File: config.mk
export PLATFORM = sky130hd
export DESIGN_NAME = reset_seq_flat
export DESIGN_NICKNAME = d
export VERILOG_FILES = /design/src/rtl/reset_seq_if.sv /design/src/rtl/reset_seq.sv /design/src/flat_wrapper.sv
export SDC_FILE = /design/constraint.sdc
export NUM_CORES = 1
export LEC_CHECK = 0
export CAP_MARGIN = 20
export CORE_ASPECT_RATIO = 1.1
export CORE_MARGIN = 3
export CORE_UTILIZATION = 40
export CTS_CLUSTER_DIAMETER = 30
export DETAILED_ROUTE_END_ITERATION = 8
export GPL_TIMING_DRIVEN = 1
export SETUP_SLACK_MARGIN = 0.3
export SLEW_MARGIN = 20
export SYNTH_ARGS = -nofsm -noshare
export SYNTH_HDL_FRONTEND = slang
export SYNTH_SLANG_ARGS = --single-unit
File: constraint.sdc
create_clock -name clk -period 1.9 [get_ports clk]
set_clock_uncertainty 0.15 [all_clocks]
set_input_delay 0.38 -clock clk [delete_from_list [all_inputs] [get_ports clk]]
set_output_delay 0.38 -clock clk [all_outputs]
set_load 0.01 [all_outputs]
File: src/rtl/reset_seq_if.sv
// Host-side view of reset_seq: soft-reset request/acknowledge handshake
// plus the sequenced resets and status flags it drives.
interface reset_seq_if #(
  parameter int NR_OUTPUTS = 4
);
  logic                  soft_reset_req;
  logic                  soft_reset_ack;
  logic [NR_OUTPUTS-1:0] reset_out_;
  logic                  seq_done;
  logic                  lock_timeout;

  modport master (
    output soft_reset_req,
    input  soft_reset_ack,
    input  reset_out_,
    input  seq_done,
    input  lock_timeout
  );

  modport slave (
    input  soft_reset_req,
    output soft_reset_ack,
    output reset_out_,
    output seq_done,
    output lock_timeout
  );
endinterface

File: src/rtl/reset_seq.sv
// Board reset sequencer: synchronizes reset_in_ and pll_lock into clk and releases reset_out_ bits in order.
// Build option RESET_SEQ_WATCHDOG_EN adds a sticky PLL-lock timeout flag (lock_timeout tied low otherwise).
//
// state     | meaning
// WAIT_LOCK | all resets asserted, waiting for synchronized PLL lock
// RELEASE   | releasing reset_out_ one bit every DELAY_CYCLES, bit 0 first
// RUN       | all resets released, soft-reset requests accepted
// HOLD      | soft reset: all resets asserted for DELAY_CYCLES
module reset_seq #(
  parameter int NR_OUTPUTS   = 4,
  parameter int DELAY_CYCLES = 16,
  parameter int CNTR_W       = 8,
  parameter int LOCK_TIMEOUT = 1024
) (
  input  logic       clk,
  input  logic       reset_in_,
  input  logic       pll_lock,
  reset_seq_if.slave sif
);

  localparam int IDX_W = (NR_OUTPUTS > 1) ? $clog2(NR_OUTPUTS) : 1;
  localparam logic [IDX_W-1:0]  LAST_IDX = IDX_W'(NR_OUTPUTS - 1);
  localparam logic [CNTR_W-1:0] DLY_LAST = CNTR_W'(DELAY_CYCLES - 1);

  localparam logic [1:0] WAIT_LOCK = 2'd0;
  localparam logic [1:0] RELEASE   = 2'd1;
  localparam logic [1:0] RUN       = 2'd2;
  localparam logic [1:0] HOLD      = 2'd3;

  if (NR_OUTPUTS < 1 || NR_OUTPUTS > 8 || DELAY_CYCLES < 1 ||
      (1 << CNTR_W) <= DELAY_CYCLES || LOCK_TIMEOUT < 1) begin : g_bad_param
    $error("reset_seq: illegal parameter combination");
  end

  logic [1:0] rst_sync_q, rst_sync_d;
  logic [1:0] lock_sync_q, lock_sync_d;
  logic       rst_n;
  logic       lock_s;

  always_comb begin
    rst_sync_d  = {rst_sync_q[0], 1'b1};
    lock_sync_d = {lock_sync_q[0], pll_lock};
  end

  // Both synchronizers clear straight from the board reset so a short glitch
  // on reset_in_ also forgets any previously seen lock.
  always_ff @(posedge clk or negedge reset_in_) begin
    if (!reset_in_) begin
      rst_sync_q  <= '0;
      lock_sync_q <= '0;
    end else begin
      rst_sync_q  <= rst_sync_d;
      lock_sync_q <= lock_sync_d;
    end
  end

  assign rst_n  = rst_sync_q[1];
  assign lock_s = lock_sync_q[1];

  logic [1:0]            state_q, state_d;
  logic [CNTR_W-1:0]     cnt_q, cnt_d;
  logic [IDX_W-1:0]      idx_q, idx_d;
  logic [NR_OUTPUTS-1:0] reset_out_q, reset_out_d;
  logic                  seq_done_q, seq_done_d;
  logic                  soft_reset_ack_q, soft_reset_ack_d;
  logic                  ack_pending_q, ack_pending_d;

  always_comb begin
    state_d          = state_q;
    cnt_d            = cnt_q;
    idx_d            = idx_q;
    reset_out_d      = reset_out_q;
    seq_done_d       = seq_done_q;
    soft_reset_ack_d = 1'b0;
    ack_pending_d    = ack_pending_q;

    // Lock loss wins over everything; ack_pending survives so a pending soft
    // sequence still gets its ack once RUN is reached again.
    if (state_q != WAIT_LOCK && !lock_s) begin
      state_d     = WAIT_LOCK;
      cnt_d       = '0;
      idx_d       = '0;
      reset_out_d = '0;
      seq_done_d  = 1'b0;
    end else begin
      case (state_q)
        WAIT_LOCK: begin
          reset_out_d = '0;
          seq_done_d  = 1'b0;
          if (lock_s) begin
            cnt_d   = '0;
            idx_d   = '0;
            state_d = RELEASE;
          end
        end
        RELEASE: begin
          if (cnt_q == DLY_LAST) begin
            cnt_d       = '0;
            // Shift in a one so bits can only release in index order.
            reset_out_d = NR_OUTPUTS'({reset_out_q, 1'b1});
            if (idx_q == LAST_IDX) begin
              state_d          = RUN;
              seq_done_d       = 1'b1;
              soft_reset_ack_d = ack_pending_q;
              ack_pending_d    = 1'b0;
            end else begin
              idx_d = idx_q + IDX_W'(1);
            end
          end else begin
            cnt_d = cnt_q + CNTR_W'(1);
          end
        end
        RUN: begin
          if (sif.soft_reset_req && !soft_reset_ack_q) begin
            state_d       = HOLD;
            cnt_d         = '0;
            reset_out_d   = '0;
            seq_done_d    = 1'b0;
            ack_pending_d = 1'b1;
          end
        end
        HOLD: begin
          if (cnt_q == DLY_LAST) begin
            cnt_d   = '0;
            idx_d   = '0;
            state_d = RELEASE;
          end else begin
            cnt_d = cnt_q + CNTR_W'(1);
          end
        end
        default: begin
          state_d     = WAIT_LOCK;
          reset_out_d = '0;
          seq_done_d  = 1'b0;
        end
      endcase
    end
  end

  always_ff @(posedge clk or negedge rst_n) begin
    if (!rst_n) begin
      state_q          <= WAIT_LOCK;
      cnt_q            <= '0;
      idx_q            <= '0;
      reset_out_q      <= '0;
      seq_done_q       <= 1'b0;
      soft_reset_ack_q <= 1'b0;
      ack_pending_q    <= 1'b0;
    end else begin
      state_q          <= state_d;
      cnt_q            <= cnt_d;
      idx_q            <= idx_d;
      reset_out_q      <= reset_out_d;
      seq_done_q       <= seq_done_d;
      soft_reset_ack_q <= soft_reset_ack_d;
      ack_pending_q    <= ack_pending_d;
    end
  end

  assign sif.reset_out_     = reset_out_q;
  assign sif.seq_done       = seq_done_q;
  assign sif.soft_reset_ack = soft_reset_ack_q;

`ifdef RESET_SEQ_WATCHDOG_EN
  localparam int WD_W = $clog2(LOCK_TIMEOUT + 1);
  localparam logic [WD_W-1:0] WD_LAST = WD_W'(LOCK_TIMEOUT - 1);

  logic [WD_W-1:0] wd_cnt_q, wd_cnt_d;
  logic            lock_timeout_q, lock_timeout_d;

  always_comb begin
    wd_cnt_d       = '0;
    lock_timeout_d = lock_timeout_q;
    if (state_q == WAIT_LOCK) begin
      if (wd_cnt_q == WD_LAST) begin
        wd_cnt_d       = wd_cnt_q;
        lock_timeout_d = 1'b1;
      end else begin
        wd_cnt_d = wd_cnt_q + WD_W'(1);
      end
    end
  end

  always_ff @(posedge clk or negedge rst_n) begin
    if (!rst_n) begin
      wd_cnt_q       <= '0;
      lock_timeout_q <= 1'b0;
    end else begin
      wd_cnt_q       <= wd_cnt_d;
      lock_timeout_q <= lock_timeout_d;
    end
  end

  assign sif.lock_timeout = lock_timeout_q;
`else
  assign sif.lock_timeout = 1'b0;
`endif

endmodule

File: src/flat_wrapper.sv
// flat-port wrapper written by rule: the top's interface ports become plain ports
module reset_seq_flat 
#(
  parameter int NR_OUTPUTS   = 4,
  parameter int DELAY_CYCLES = 16,
  parameter int CNTR_W       = 8,
  parameter int LOCK_TIMEOUT = 1024
)
  (clk, reset_in_, pll_lock, sif_soft_reset_req, sif_soft_reset_ack, sif_reset_out_, sif_seq_done, sif_lock_timeout);
  reset_seq_if #(.NR_OUTPUTS(NR_OUTPUTS)) sif_i ();
  input  logic clk;
  input  logic reset_in_;
  input  logic pll_lock;
  input wire logic [$bits(sif_i.soft_reset_req)-1:0] sif_soft_reset_req;
  output wire logic [$bits(sif_i.soft_reset_ack)-1:0] sif_soft_reset_ack;
  output wire logic [$bits(sif_i.reset_out_)-1:0] sif_reset_out_;
  output wire logic [$bits(sif_i.seq_done)-1:0] sif_seq_done;
  output wire logic [$bits(sif_i.lock_timeout)-1:0] sif_lock_timeout;
  assign sif_i.soft_reset_req = sif_soft_reset_req;
  assign sif_soft_reset_ack = sif_i.soft_reset_ack;
  assign sif_reset_out_ = sif_i.reset_out_;
  assign sif_seq_done = sif_i.seq_done;
  assign sif_lock_timeout = sif_i.lock_timeout;
  reset_seq #(.NR_OUTPUTS(NR_OUTPUTS), .DELAY_CYCLES(DELAY_CYCLES), .CNTR_W(CNTR_W), .LOCK_TIMEOUT(LOCK_TIMEOUT)) u_core (.clk(clk), .reset_in_(reset_in_), .pll_lock(pll_lock), .sif(sif_i));
endmodule
==> impl_metrics.toml <==
[power_and_ir_drop]
leakagePower_nw = 0.8345
ir_worst_vdd_v = 0.0009623
p_total_mw = 2.485
power_density_mw_per_mm2 = 1432

[critical_path]
required_ps = 2010
r2r_end = "u_core.cnt_q[6]"
critical_path_class = "register to register"
cp-end-kind = "register"
setup.worst_path.end = "u_core.cnt_q[6]"
rr_worst_depth = 6
crit_path_start = "u_core.state_q[1]"
rrSetupSlack_ps = 60
r2r-start = "u_core.state_q[1]"
cp.arrival_ps = 1960
crit_path_start_kind = "register"
cp_max_fo = 6

[synthesis]
ys_seq_elements = 23
async_flop_share_pct = 100.0
synth_top_cell_by_area = "dfrtp_1"
synth_cell_types = 38
syn_nets = 129
synthTopCellsByArea = "dfrtp_1, ha_1, mux2i_1, nand2_1, nor2_1"
synth_flop_cell = "dfrtp_1"
synthMuxAreaShare_pct = 9.690
yosys.area.top_type_share_pct = 44.57
synth_compound_area_share_pct = 17.73
yosys_warnings = 0
synth_area_mm2 = 0.001291
synth.yosys.seq_area_share_pct = 44.57
synthAdderAreaFrac_pct = 5.814
yosys.area_share.simple_pct = 17.25
synth_top_family_by_area = "compound AO/OA/AOI/OAI gates"
syn_inst = 119
synthXorXnorAreaFrac_pct = 0
synth_edf_count = 0
syn_avg_cell_area_um2 = 10.85

[sta]
max_freq_mhz = 542.0
hold_violations = 0
timing.final.crit_share_pct = 97.10
setup_viol = 0
rsz0062_at_grt = "true"
drv_slew = 0
setup-tns-final_ps = 0
fin_crit_ps = 1845

[run]
cap_violations = 0

[floorplan]
start_util_pct = 42.00
core_area_mm2 = 0.003074
dieArea_mm2 = 0.003947
ioPinCount = 11
rows = 21
die_w_um = 60.17
chipHeight_um = 65.59

[clock_tree]
cts_max_level = 1
cts-buffers-inserted = 3
clock_latency_ps = 320
clkTransAtPathRegs_ps = 140
clock_sinks = 23
cts_tree = "yes"
cts_hold_buf = 0
cts_buffer_depth = 2
ctsRootBufferMaster = "clkbuf_4"

[finish]
drive_above_1_share_pct = 40.38
final_common_cell = "dfrtp_1"
regArea_um2 = 578.1
diodes = 0
syn_to_final_growth_pct = 34.40
multiInputGateArea_um2 = 754.5
layout.cells.non_filler = 190
n_fill_cell = 254
mostFrequentLayoutCells = "dfrtp_1, buf_4, nand2_1"
nets = 167

[route]
ant_nets = 0
drc_errors = 0
num_vias = 1027
dr.first_iter.drc_count = 23
wl_per_cell_um = 15.42
routed_wl_um = 2929
vias_per_cell = 5.405
drtPass1Iterations = 4

[global_routing]
grt_pass1_wl_um = 4781
grt_overflow = 0
grt_busiest_layer = "met2"
grt_use_total_pct = 15.98
gr-usage-met3_pct = 1.768
grt_max_degree = 14
grt_pass1_vias = 1097
grtUsageMet1_pct = 19.83
use_met2_pct = 26.76
antenna_found_initial = 0

[placed_design]
portBuffers = 9
gp_congestion = 0.9146
dp.cells = 172
post-dp-hpwl_um = 1946

[run_status]
status = "finished clean"

[hold_path]
hold_path.class = "register to async pin"
[worst max-delay path, stage by stage (launching register included)]
cell and delay [ps]:
dfrtp_1 440, inv_2 130, ha_4 210, o22ai_4 100
a21o_1 190, or4_1 470, o21ai_1 90
[synthesized netlist by cell type (2+ instances only)]
library cell / number
nor2_1: 9
a21oi_1: 2
and3_1: 3
conb_1: 2
o31ai_1: 3
mux2_4: 2
mux2_1: 3
a31oi_1: 3
o21ai_1: 3
nand3_1: 2
o21ai_0: 3
dfrtp_1: 23
inv_1: 8
buf_4: 2
o211ai_1: 2
or4_1: 2
ha_1: 6
mux2i_1: 5
nand2_1: 10
a22o_1: 2
nand2b_1: 4
a21o_1: 4
[worst min-delay path by stage]
stage,startpoint,to,cells after the start
after CTS,u_core.rst_sync_q[1],u_core.sif.soft_reset_ack,0
after global routing,u_core.rst_sync_q[1],u_core.sif.seq_done,0
after global placement,u_core.rst_sync_q[1],u_core.sif.seq_done,0
after floorplan,reset_in_,u_core.lock_sync_q[0],0
final,u_core.rst_sync_q[1],u_core.sif.soft_reset_ack,0
after detailed placement,u_core.rst_sync_q[1],u_core.sif.seq_done,0
[flip-flops by register name (all words and copies together), names as in the netlist]
name,flops
u_core.rst_sync_q,2
u_core.idx_q,2
u_core.sif.seq_done,1
u_core.sif.reset_out_,4
u_core.state_q,2
u_core.sif.soft_reset_ack,1
u_core.ack_pending_q,1
u_core.cnt_q,8
u_core.lock_sync_q,2
[metrics by stage]
stage          hold slack (ps)  worst slack, ps  area [µm²]  util (%)
3_5_place_dp             13.46           -55.88        1538     50.02
6_report                 17.39            55.10        1735     56.45
5_1_grt                  36.12           -14.37        1735     56.45
3_3_place_gp             7.396           -41.17        1538     50.02
2_1_floorplan           -65.59            114.6        1338         -
4_1_cts                  16.29            82.12        1689     54.95
[per-layer routing]
layer  vias up  share of wire (%)
met2        20                 50
met4         0                3.2
met3        10                1.9
met5         -                  0
met1       498                 45
li1        499                  -
[cell families (layout without fill, tap and decap cells)]
| group | count (synthesis) | in the layout |
|---|---|---|
| multiplexers | 11 | 11 |
| adder cells (fa/ha/maj) | 6 | 6 |
| other | 2 | 2 |
| buffers and inverters | 11 | 47 |
| flip-flops | 23 | 23 |
| AND/OR/NAND/NOR | 38 | 38 |
| AO/OA/AOI/OAI | 28 | 29 |
[power breakdown]
part / internal (mW) / total (mW) / switching, mW
sequential: 0.587 / 0.672 / 0.0849
clock: 0.0790 / 0.243 / 0.164
combinational: 0.854 / 1.57 / 0.716
[layout make-up]
class | count | area share [%]
timing repair buffer | 35 | 17.30
tap | 34 | 2.451
inverter | 8 | 1.875
sequential | 23 | 33.31
clock buffer | 3 | 1.298
clock inverter | 1 | 0.2884
multi-input combinational | 86 | 43.48
[what timing repair did]
| action | CTS | global route |
|---|---|---|
| gates resized for setup | 20 | 6 |
| gates cloned | 1 | 0 |
| endpoints found under the setup margin | 25 | 19 |
| pin swaps | 6 | 4 |
| setup buffers | 10 | 3 |
No activity file was read; power rests on OpenSTA's default activity.
